### src/rtl/shift_unit_pipe.sv
// Pipelined barrel shifter (SLL/SRL/SRA/ROL/ROR) with a global-stall valid/ready handshake.
// Slice 0 captures the raw operand. Each following register applies one group of
// STAGES_PER_REG log-shift stages to the slice before it. The output register applies
// the last group.
module shift_unit_pipe #(
  parameter int unsigned WIDTH          = 32,
  parameter int unsigned STAGES_PER_REG = 2,
  parameter int unsigned TAG_W          = 5,
  localparam int unsigned SHAMT_W       = $clog2(WIDTH)
) (
  input  logic               i_clk,
  input  logic               i_reset,
  input  logic               i_flush,
  input  logic               i_valid,
  output logic               o_ready,
  input  logic [2:0]         i_op,
  input  logic [WIDTH-1:0]   i_data,
  input  logic [SHAMT_W-1:0] i_shamt,
  input  logic [TAG_W-1:0]   i_tag,
  output logic               o_valid,
  input  logic               i_ready,
  output logic [WIDTH-1:0]   o_result,
  output logic [TAG_W-1:0]   o_tag,
  output logic               o_busy
);

  localparam int unsigned LAT = (SHAMT_W + STAGES_PER_REG - 1) / STAGES_PER_REG;

  localparam logic [2:0] OP_SLL = 3'b000;
  localparam logic [2:0] OP_SRL = 3'b001;
  localparam logic [2:0] OP_SRA = 3'b010;
  localparam logic [2:0] OP_ROL = 3'b011;
  localparam logic [2:0] OP_ROR = 3'b100;

  // Payload that travels with each op; sgn is the operand MSB captured at input for SRA fill
  typedef struct packed {
    logic [2:0]         op;
    logic               sgn;
    logic [SHAMT_W-1:0] shamt;
    logic [TAG_W-1:0]   tag;
    logic [WIDTH-1:0]   data;
  } slot_t;

  slot_t              slot_q  [LAT];
  logic [LAT-1:0]     vld_q;
  logic [WIDTH-1:0]   sh_data [LAT];
  logic               out_vld_q;
  logic [WIDTH-1:0]   res_q;
  logic [TAG_W-1:0]   tag_q;
  logic               advance_c;

  // One log-shift stage by s bit positions
  function automatic logic [WIDTH-1:0] shift_stage(input logic [WIDTH-1:0] d,
                                                   input logic [2:0] op,
                                                   input logic sgn,
                                                   input int unsigned s);
    logic [WIDTH-1:0] r;
    int unsigned lo;
    int unsigned hi;
    r = d;
    for (int unsigned i = 0; i < WIDTH; i++) begin
      lo = (i + WIDTH - s) % WIDTH;
      hi = (i + s) % WIDTH;
      case (op)
        OP_SLL:  r[SHAMT_W'(i)] = (i >= s) ? d[SHAMT_W'(lo)] : 1'b0;
        OP_SRL:  r[SHAMT_W'(i)] = (i + s < WIDTH) ? d[SHAMT_W'(hi)] : 1'b0;
        OP_SRA:  r[SHAMT_W'(i)] = (i + s < WIDTH) ? d[SHAMT_W'(hi)] : sgn;
        OP_ROL:  r[SHAMT_W'(i)] = d[SHAMT_W'(lo)];
        OP_ROR:  r[SHAMT_W'(i)] = d[SHAMT_W'(hi)];
        default: r[SHAMT_W'(i)] = d[SHAMT_W'(i)];
      endcase
    end
    return r;
  endfunction

  // Apply the stages owned by register group grp (LSB-first)
  function automatic logic [WIDTH-1:0] group_shift(input slot_t s, input int unsigned grp);
    logic [WIDTH-1:0] d;
    d = s.data;
    for (int unsigned k = 0; k < SHAMT_W; k++) begin
      if (((k / STAGES_PER_REG) == grp) && (|(s.shamt & (SHAMT_W'(1) << k)))) begin
        d = shift_stage(d, s.op, s.sgn, 32'(1) << k);
      end
    end
    return d;
  endfunction

  // Global stall control and per-slice shift networks
  always_comb begin
    advance_c = ~out_vld_q | i_ready;
    for (int unsigned j = 0; j < LAT; j++) begin
      sh_data[j] = group_shift(slot_q[j], j);
    end
  end

  // Pipeline registers: reset beats flush, and flush beats advance
  always_ff @(posedge i_clk) begin
    if (i_reset) begin
      vld_q     <= '0;
      out_vld_q <= 1'b0;
      res_q     <= '0;
      tag_q     <= '0;
      for (int unsigned j = 0; j < LAT; j++) begin
        slot_q[j] <= '0;
      end
    end else if (i_flush) begin
      vld_q     <= '0;
      out_vld_q <= 1'b0;
    end else if (advance_c) begin
      vld_q[0]  <= i_valid;
      slot_q[0] <= '{op: i_op, sgn: i_data[WIDTH-1], shamt: i_shamt, tag: i_tag, data: i_data};
      for (int unsigned j = 1; j < LAT; j++) begin
        vld_q[j]  <= vld_q[j-1];
        slot_q[j] <= '{op: slot_q[j-1].op, sgn: slot_q[j-1].sgn, shamt: slot_q[j-1].shamt,
                       tag: slot_q[j-1].tag, data: sh_data[j-1]};
      end
      out_vld_q <= vld_q[LAT-1];
      res_q     <= sh_data[LAT-1];
      tag_q     <= slot_q[LAT-1].tag;
    end
  end

  assign o_ready  = advance_c;
  assign o_valid  = out_vld_q;
  assign o_result = res_q;
  assign o_tag    = tag_q;
  assign o_busy   = (|vld_q) | out_vld_q;

endmodule
### config.mk
export PLATFORM = sky130hd
export DESIGN_NAME = shift_unit_pipe
export DESIGN_NICKNAME = d
export VERILOG_FILES = /design/src/rtl/shift_unit_pipe.sv
export SDC_FILE = /design/constraint.sdc
export NUM_CORES = 1
export LEC_CHECK = 0
export CAP_MARGIN = 25
export CORE_MARGIN = 3
export CORE_UTILIZATION = 45
export DETAILED_ROUTE_END_ITERATION = 7
export PLACE_DENSITY_LB_ADDON = 0.25
export SETUP_SLACK_MARGIN = 0.05
export SLEW_MARGIN = 30
export SYNTH_ARGS = -nofsm -noshare
export SYNTH_HDL_FRONTEND = slang
export SYNTH_SLANG_ARGS = --single-unit
### constraint.sdc
create_clock -name i_clk -period 11.2 [get_ports i_clk]
set_input_delay 1.68 -clock i_clk [delete_from_list [all_inputs] [get_ports i_clk]]
set_output_delay 1.68 -clock i_clk [all_outputs]
set_load 0.05 [all_outputs]
==> impl_metrics.env, run 1 <==
export IMPL_syn_nets=1357
export IMPL_final_cells=1638
export IMPL_dr_pass1_iters=8
export IMPL_endpoint_kind="output port"
export IMPL_crit_buf_inv=3
export IMPL_clk_path_buf_depth=2
export IMPL_tightestPinTransition_ns=1.08
export IMPL_cts_max_level=4
export IMPL_cts_resized=0
export IMPL_cts_buffers_inserted=17
export IMPL_die_area_um2=27500
export IMPL_violations="design-rule violations"
export IMPL_yosysUniqueCellTypes=79
export IMPL_antenna_found_initial=0
export IMPL_slowest_stage="clkdlybuf4s50_1"
export IMPL_grt_usage_pct=24.3
export IMPL_fin_total_pwr_mw=1.85
export IMPL_antenna_cells=0
export IMPL_netlist_instances=1307
export IMPL_drt_iter0_markers=1700
export IMPL_die_w_um=166
export IMPL_fin_hold_ws_ns=0.460
export IMPL_max_freq_ghz=0.195
export IMPL_clock_latency_ns=0.45
export IMPL_slowest_delay_ns=0.72
export IMPL_post_route_util_pct=52.4
export IMPL_ios=90
export IMPL_drc_errors=7
export IMPL_power_density_nw_per_um2=143
export IMPL_grt_pass1_vias=9746
export IMPL_postLayoutCellArea_um2=13000
export IMPL_drv_slew=0
export IMPL_via_per_inst=6.59
export IMPL_rsz0062_at_grt="no"
export IMPL_p_leak_nw=4.44
export IMPL_synth_common_cells="nand2_1, o21ai_0, edfxtp_1, a21oi_1, nor2_1"
export IMPL_tns_ns=0
export IMPL_die_y_um=166
export IMPL_path_delay_family="buffers and inverters"
export IMPL_hpwlAfterDp_mm=22.4
export IMPL_cts_root_buf="clkbuf_16"
export IMPL_crit_required_ns=9.52
export IMPL_outcome="finished with violations"
export IMPL_cp_data_arrival_time_ns=3.44
export IMPL_postCtsHoldBufs=0
export IMPL_synth_edf_count=131
export IMPL_core_um2=24700
export IMPL_postRouteWirelength_mm=34.7
export IMPL_r2r_start="slot_q[0][44]$_SDFFCE_PN0P_"
export IMPL_avgSynthCellArea_um2=8.80
export IMPL_yosys_cell_count_top_type="nand2_1"
export IMPL_synthArstFlopShare_pct=0
export IMPL_vias=10800
export IMPL_port_buffers=89
export IMPL_timing_final_crit_share_pct=45.7
export IMPL_yosysSeqAreaShare_pct=41.3
export IMPL_drv_cap=0
export IMPL_clock_skew_ns=0.0289
export IMPL_hold_viol=0
export IMPL_grt_pass1_wl_mm=55.1
export IMPL_critical_path_class="in -> out"
export IMPL_ant_nets=0
export IMPL_holdCritPathClass="reg -> reg"
export IMPL_synth_seq_cells=172
export IMPL_gp_congestion=0.962
export IMPL_crit_fanout=8
export IMPL_detailedPlace_worstSlack_ns=6.06
export IMPL_start_kind="input port"
export IMPL_syn_area_um2=11500
export IMPL_grt_max_degree=105
export IMPL_dpl_cell_area_um2=12300
export IMPL_cpMostUsedCell="clkdlybuf4s50_1"
export IMPL_fin_ws_ns=6.08
export IMPL_period_minus_slack_ns=5.12
export IMPL_cts_sinks=172
export IMPL_crit_chain="clkdlybuf4s50_1, nor2b_1, inv_1, clkdlybuf4s50_1"
export IMPL_startpoint="i_ready"
export IMPL_rows=57
export IMPL_grt_overflow_total=0
export IMPL_relSlewSlack_pct=25.9
export IMPL_yosys_warnings=0
export IMPL_peakVddDrop_mv=0.0977
export IMPL_syn2layout_area_growth_pct=12.9
export IMPL_cts_tree="yes"
export IMPL_nNetsFinal=1351
export IMPL_placedCellCount=1605
export IMPL_ys_top_cells_by_area="edfxtp_1, dfxtp_1, o21ai_0, nand2_1, a21oi_1"
export IMPL_post_cts_buffers=0
export IMPL_synth_ff_type="edfxtp_1"
export IMPL_drive_gt1_share_pct=7.08
export IMPL_avgRoutedWirePerCell_um=21.2
export IMPL_yosysTopAreaCell="edfxtp_1"
export IMPL_clk_pin_slew_ns=0.07
export IMPL_hold_path_startpoint="slot_q[0][126]$_SDFFCE_PN0P_"
export IMPL_initial_utilization_pct=46.5
export IMPL_finalSetupViolations=0
export IMPL_yosysTopAreaCellShare_pct=34.2
==> cell usage in the layout, fill, tap and decap left out, types with 22 or more instances in the layout <==
cell type,Yosys,layout
dfxtp_1,41,41
nor2_1,71,70
nand2b_1,32,31
clkdlybuf4s50_1,0,89
nand2_1,141,141
nand3_1,39,39
a22oi_1,32,32
mux2i_1,43,43
and2_1,66,66
a211oi_1,33,33
o22ai_1,43,43
o21ai_0,134,134
a31oi_1,23,23
o221ai_1,22,22
a21oi_1,92,92
edfxtp_1,131,131
==> power breakdown <==
group	switching, mW	total (mW)	internal [mW]
combinational	0.281	0.439	0.158
clock	0.303	0.608	0.305
sequential	0.0652	0.807	0.741
total	0.649	1.85	1.20
==> routing by layer <==
metal	vias up	GRT usage, %	part of all wire, %
met3	122	3.93	8.6
met1	5085	32.5	41
li1	4939	-	-
met5	-	0	0
met4	0	11.0	4.5
met2	656	39.1	46
==> sequential cells by signal (all words and copies together), names as in the netlist <==
name / cells
o_result: 32
o_tag: 5
o_valid: 1
slot_q: 131
vld_q: 3
==> logic make-up (layout without fill, tap and decap cells) <==
logic type	count (synthesis)	in the layout	synth area share, %
compound gates	482	482	26.9
xor+xnor	6	6	0.849
fa+ha+maj	4	4	0.348
buf+inv	146	153	6.02
flops	172	172	41.3
mux	57	57	5.21
simple gates	440	440	19.4
==> final cells by class <==
| class | count | area [um2] |
|---|---|---|
| flip-flops and latches | 172 | 4750 |
| clock buffers | 17 | 425 |
| clock inverters | 15 | 196 |
| inverters | 12 | 47.5 |
| repair buffers | 109 | 1050 |
| fillers | 2271 | 11800 |
| well taps | 324 | 405 |
| multi-input cells | 989 | 6100 |
==> worst paths after layout <==
check        slack [ns]  cells past startpoint                           to
max                6.08                      4                      o_ready
min                0.46                      1        o_tag[2]$_SDFFE_PP0P_
max reg2reg        7.96                      5  slot_q[0][73]$_SDFFCE_PN0P_
min reg2reg        0.46                      1        o_tag[2]$_SDFFE_PP0P_
No activity file was read; power rests on OpenSTA's default activity.
==> run 2: changes to the inputs <==
==> constraint.sdc (replaced) <==
create_clock -name i_clk -period 4.3 [get_ports i_clk]
set_input_delay 0.645 -clock i_clk [delete_from_list [all_inputs] [get_ports i_clk]]
set_output_delay 0.645 -clock i_clk [all_outputs]
set_load 0.05 [all_outputs]
==> run 2 against run 1 <==
  * The flow now finishes without violations
  * Clock-buffer cell count unchanged
  * First-iteration DRC count decreased by 5.9%
  * Highest routed layer unchanged
  * Flip-flop and latch count unchanged
  * Via count increased by 1.3%
  * Sequential share of layout area decreased by 0.38 points
  * Non-clock buffer count increased by 18
  * Register-to-register slack got worse by 6.7 ns
  * Critical endpoint unchanged
  * Global-route usage increased by 1.9 points
  * Power increased to 2.7 times the previous value
  * Combinational power increased to 2.6 times the previous value
  * Cell area increased by 1.1%
  * Hold slack got worse by 0.0017 ns
==> impl_metrics.env, run 2 (synthesized netlist as in run 1, its figures left out) <==
export IMPL_outcome="finished, final reports clean"
export IMPL_postCtsHoldBufs=0
export IMPL_crit_fanout=8
export IMPL_clock_latency_ns=0.44
export IMPL_hold_viol=0
export IMPL_via_per_inst=6.61
export IMPL_cts_buffers_inserted=17
export IMPL_holdCritPathClass="reg -> reg"
export IMPL_post_cts_buffers=0
export IMPL_cts_sinks=172
export IMPL_ant_nets=0
export IMPL_port_buffers=89
export IMPL_cp_data_arrival_time_ns=2.40
export IMPL_antenna_found_initial=0
export IMPL_largest_register_ffs=131
export IMPL_cts_root_buf="clkbuf_16"
export IMPL_peakVddDrop_mv=0.227
export IMPL_critical_path_class="in -> out"
export IMPL_drv_cap=0
export IMPL_power_density_nw_per_um2=376
export IMPL_finalSetupViolations=0
export IMPL_clk_pin_slew_ns=0.08
export IMPL_grt_pass1_wl_mm=58.9
export IMPL_drv_slew=0
export IMPL_nNetsFinal=1369
export IMPL_max_freq_ghz=0.329
export IMPL_grt_usage_pct=26.2
export IMPL_postLayoutCellArea_um2=13100
export IMPL_die_area_um2=27500
export IMPL_grt_pass1_vias=10200
export IMPL_vias=10900
export IMPL_relSlewSlack_pct=32.3
export IMPL_grt_overflow_total=0
export IMPL_postRouteWirelength_mm=37.1
export IMPL_endpoint_kind="output port"
export IMPL_mostFrequentLayoutCell="nand2_1"
export IMPL_gp_congestion=1.04
export IMPL_p_leak_nw=4.53
export IMPL_drive_gt1_share_pct=8.26
export IMPL_ios=90
export IMPL_start_kind="input port"
export IMPL_tns_ns=0
export IMPL_cts_tree="yes"
export IMPL_clk_path_buf_depth=2
export IMPL_avgRoutedWirePerCell_um=22.4
export IMPL_initial_utilization_pct=46.5
export IMPL_fillCellCount=2286
export IMPL_dr_pass1_iters=6
export IMPL_regMostFlops="slot_q"
export IMPL_period_minus_slack_ns=3.04
export IMPL_drt_iter0_markers=1599
export IMPL_die_w_um=166
export IMPL_grt_max_degree=132
export IMPL_drc_errors=0
export IMPL_die_y_um=166
export IMPL_cts_max_level=4
export IMPL_clock_skew_ns=0.0157
export IMPL_rsz0062_at_grt="no"
export IMPL_hpwlAfterDp_mm=25.4
export IMPL_core_um2=24700
export IMPL_syn2layout_area_growth_pct=14.1
export IMPL_cts_resized=0
export IMPL_tightestPinTransition_ns=1.01
export IMPL_rows=57
export IMPL_timing_final_crit_share_pct=70.8
export IMPL_dpl_cell_area_um2=12500
export IMPL_crit_required_ns=3.65
export IMPL_antenna_cells=0
export IMPL_final_cell_mix="nand2_1, o21ai_0, edfxtp_1"
[run 2: changes by cell type in the layout (fill, tap and decap cells not counted), moves of 2 or more]
cell      delta
buf_4       +18
inv_12       +5
clkinv_4     -3
clkinv_8     -3
buf_12       +2
inv_6        +2
[run 2: worst max-delay path, stage by stage]
cell	delay, ns
clkdlybuf4s50_1	0.40
nor2b_1	0.55
inv_1	0.08
clkdlybuf4s50_1	0.72
[run 2: final cells by class]
cell class                      instances  area [um2]  share of cell area [%]
Multi-Input combinational cell        989        6070                    46.3
Sequential cell                       172        4750                    36.3
Clock inverter                         15         209                    1.59
Timing Repair Buffer                  127        1200                    9.16
Inverter                               12        48.8                   0.372
Tap cell                              324         405                    3.09
Clock buffer                           17         425                    3.24
[run 2: power by group]
group,switching (mW),total [mW],leakage [nW],internal (mW)
combinational,0.733,1.16,2.45,0.424
sequential,0.196,2.13,1.77,1.93
clock,0.829,1.65,0.305,0.817
[run 2: path summary, 6_finish.rpt]
path / start / end / slack, ns / cells past startpoint
hold reg to reg: o_result[14]$_SDFFE_PP0P_ / o_result[14]$_SDFFE_PP0P_ / 0.46 / 2
setup / recovery: i_ready / o_ready / 1.26 / 4
hold / removal: o_result[14]$_SDFFE_PP0P_ / o_result[14]$_SDFFE_PP0P_ / 0.46 / 2
setup reg to reg: slot_q[0][44]$_SDFFCE_PN0P_ / slot_q[0][77]$_SDFFCE_PN0P_ / 1.30 / 5
[run 2: per-layer routing]
metal	global-route usage, %	share of wire, %
met1	35.9	40
met2	42.3	47
met3	3.78	9.1
met4	10.0	3.6
met5	0	0
[run 2: stage by stage]
| stage | hold WS, ns | total power [mW] | utilization, % | worst slack [ns] | std cells |
|---|---|---|---|---|---|
| 2_1_floorplan | 0.436 | 2.89 | - | 0.112 | 1307 |
| 3_3_place_gp | 0.437 | 3.28 | 50.4 | 1.25 | 1624 |
| 3_5_place_dp | 0.444 | 3.28 | 50.4 | 1.26 | 1624 |
| 4_1_cts | 0.464 | 4.92 | 53.0 | 1.25 | 1656 |
| 5_1_grt | 0.482 | 5.14 | 53.0 | 1.08 | 1656 |
| 6_report | 0.458 | 4.93 | 53.0 | 1.26 | 1656 |
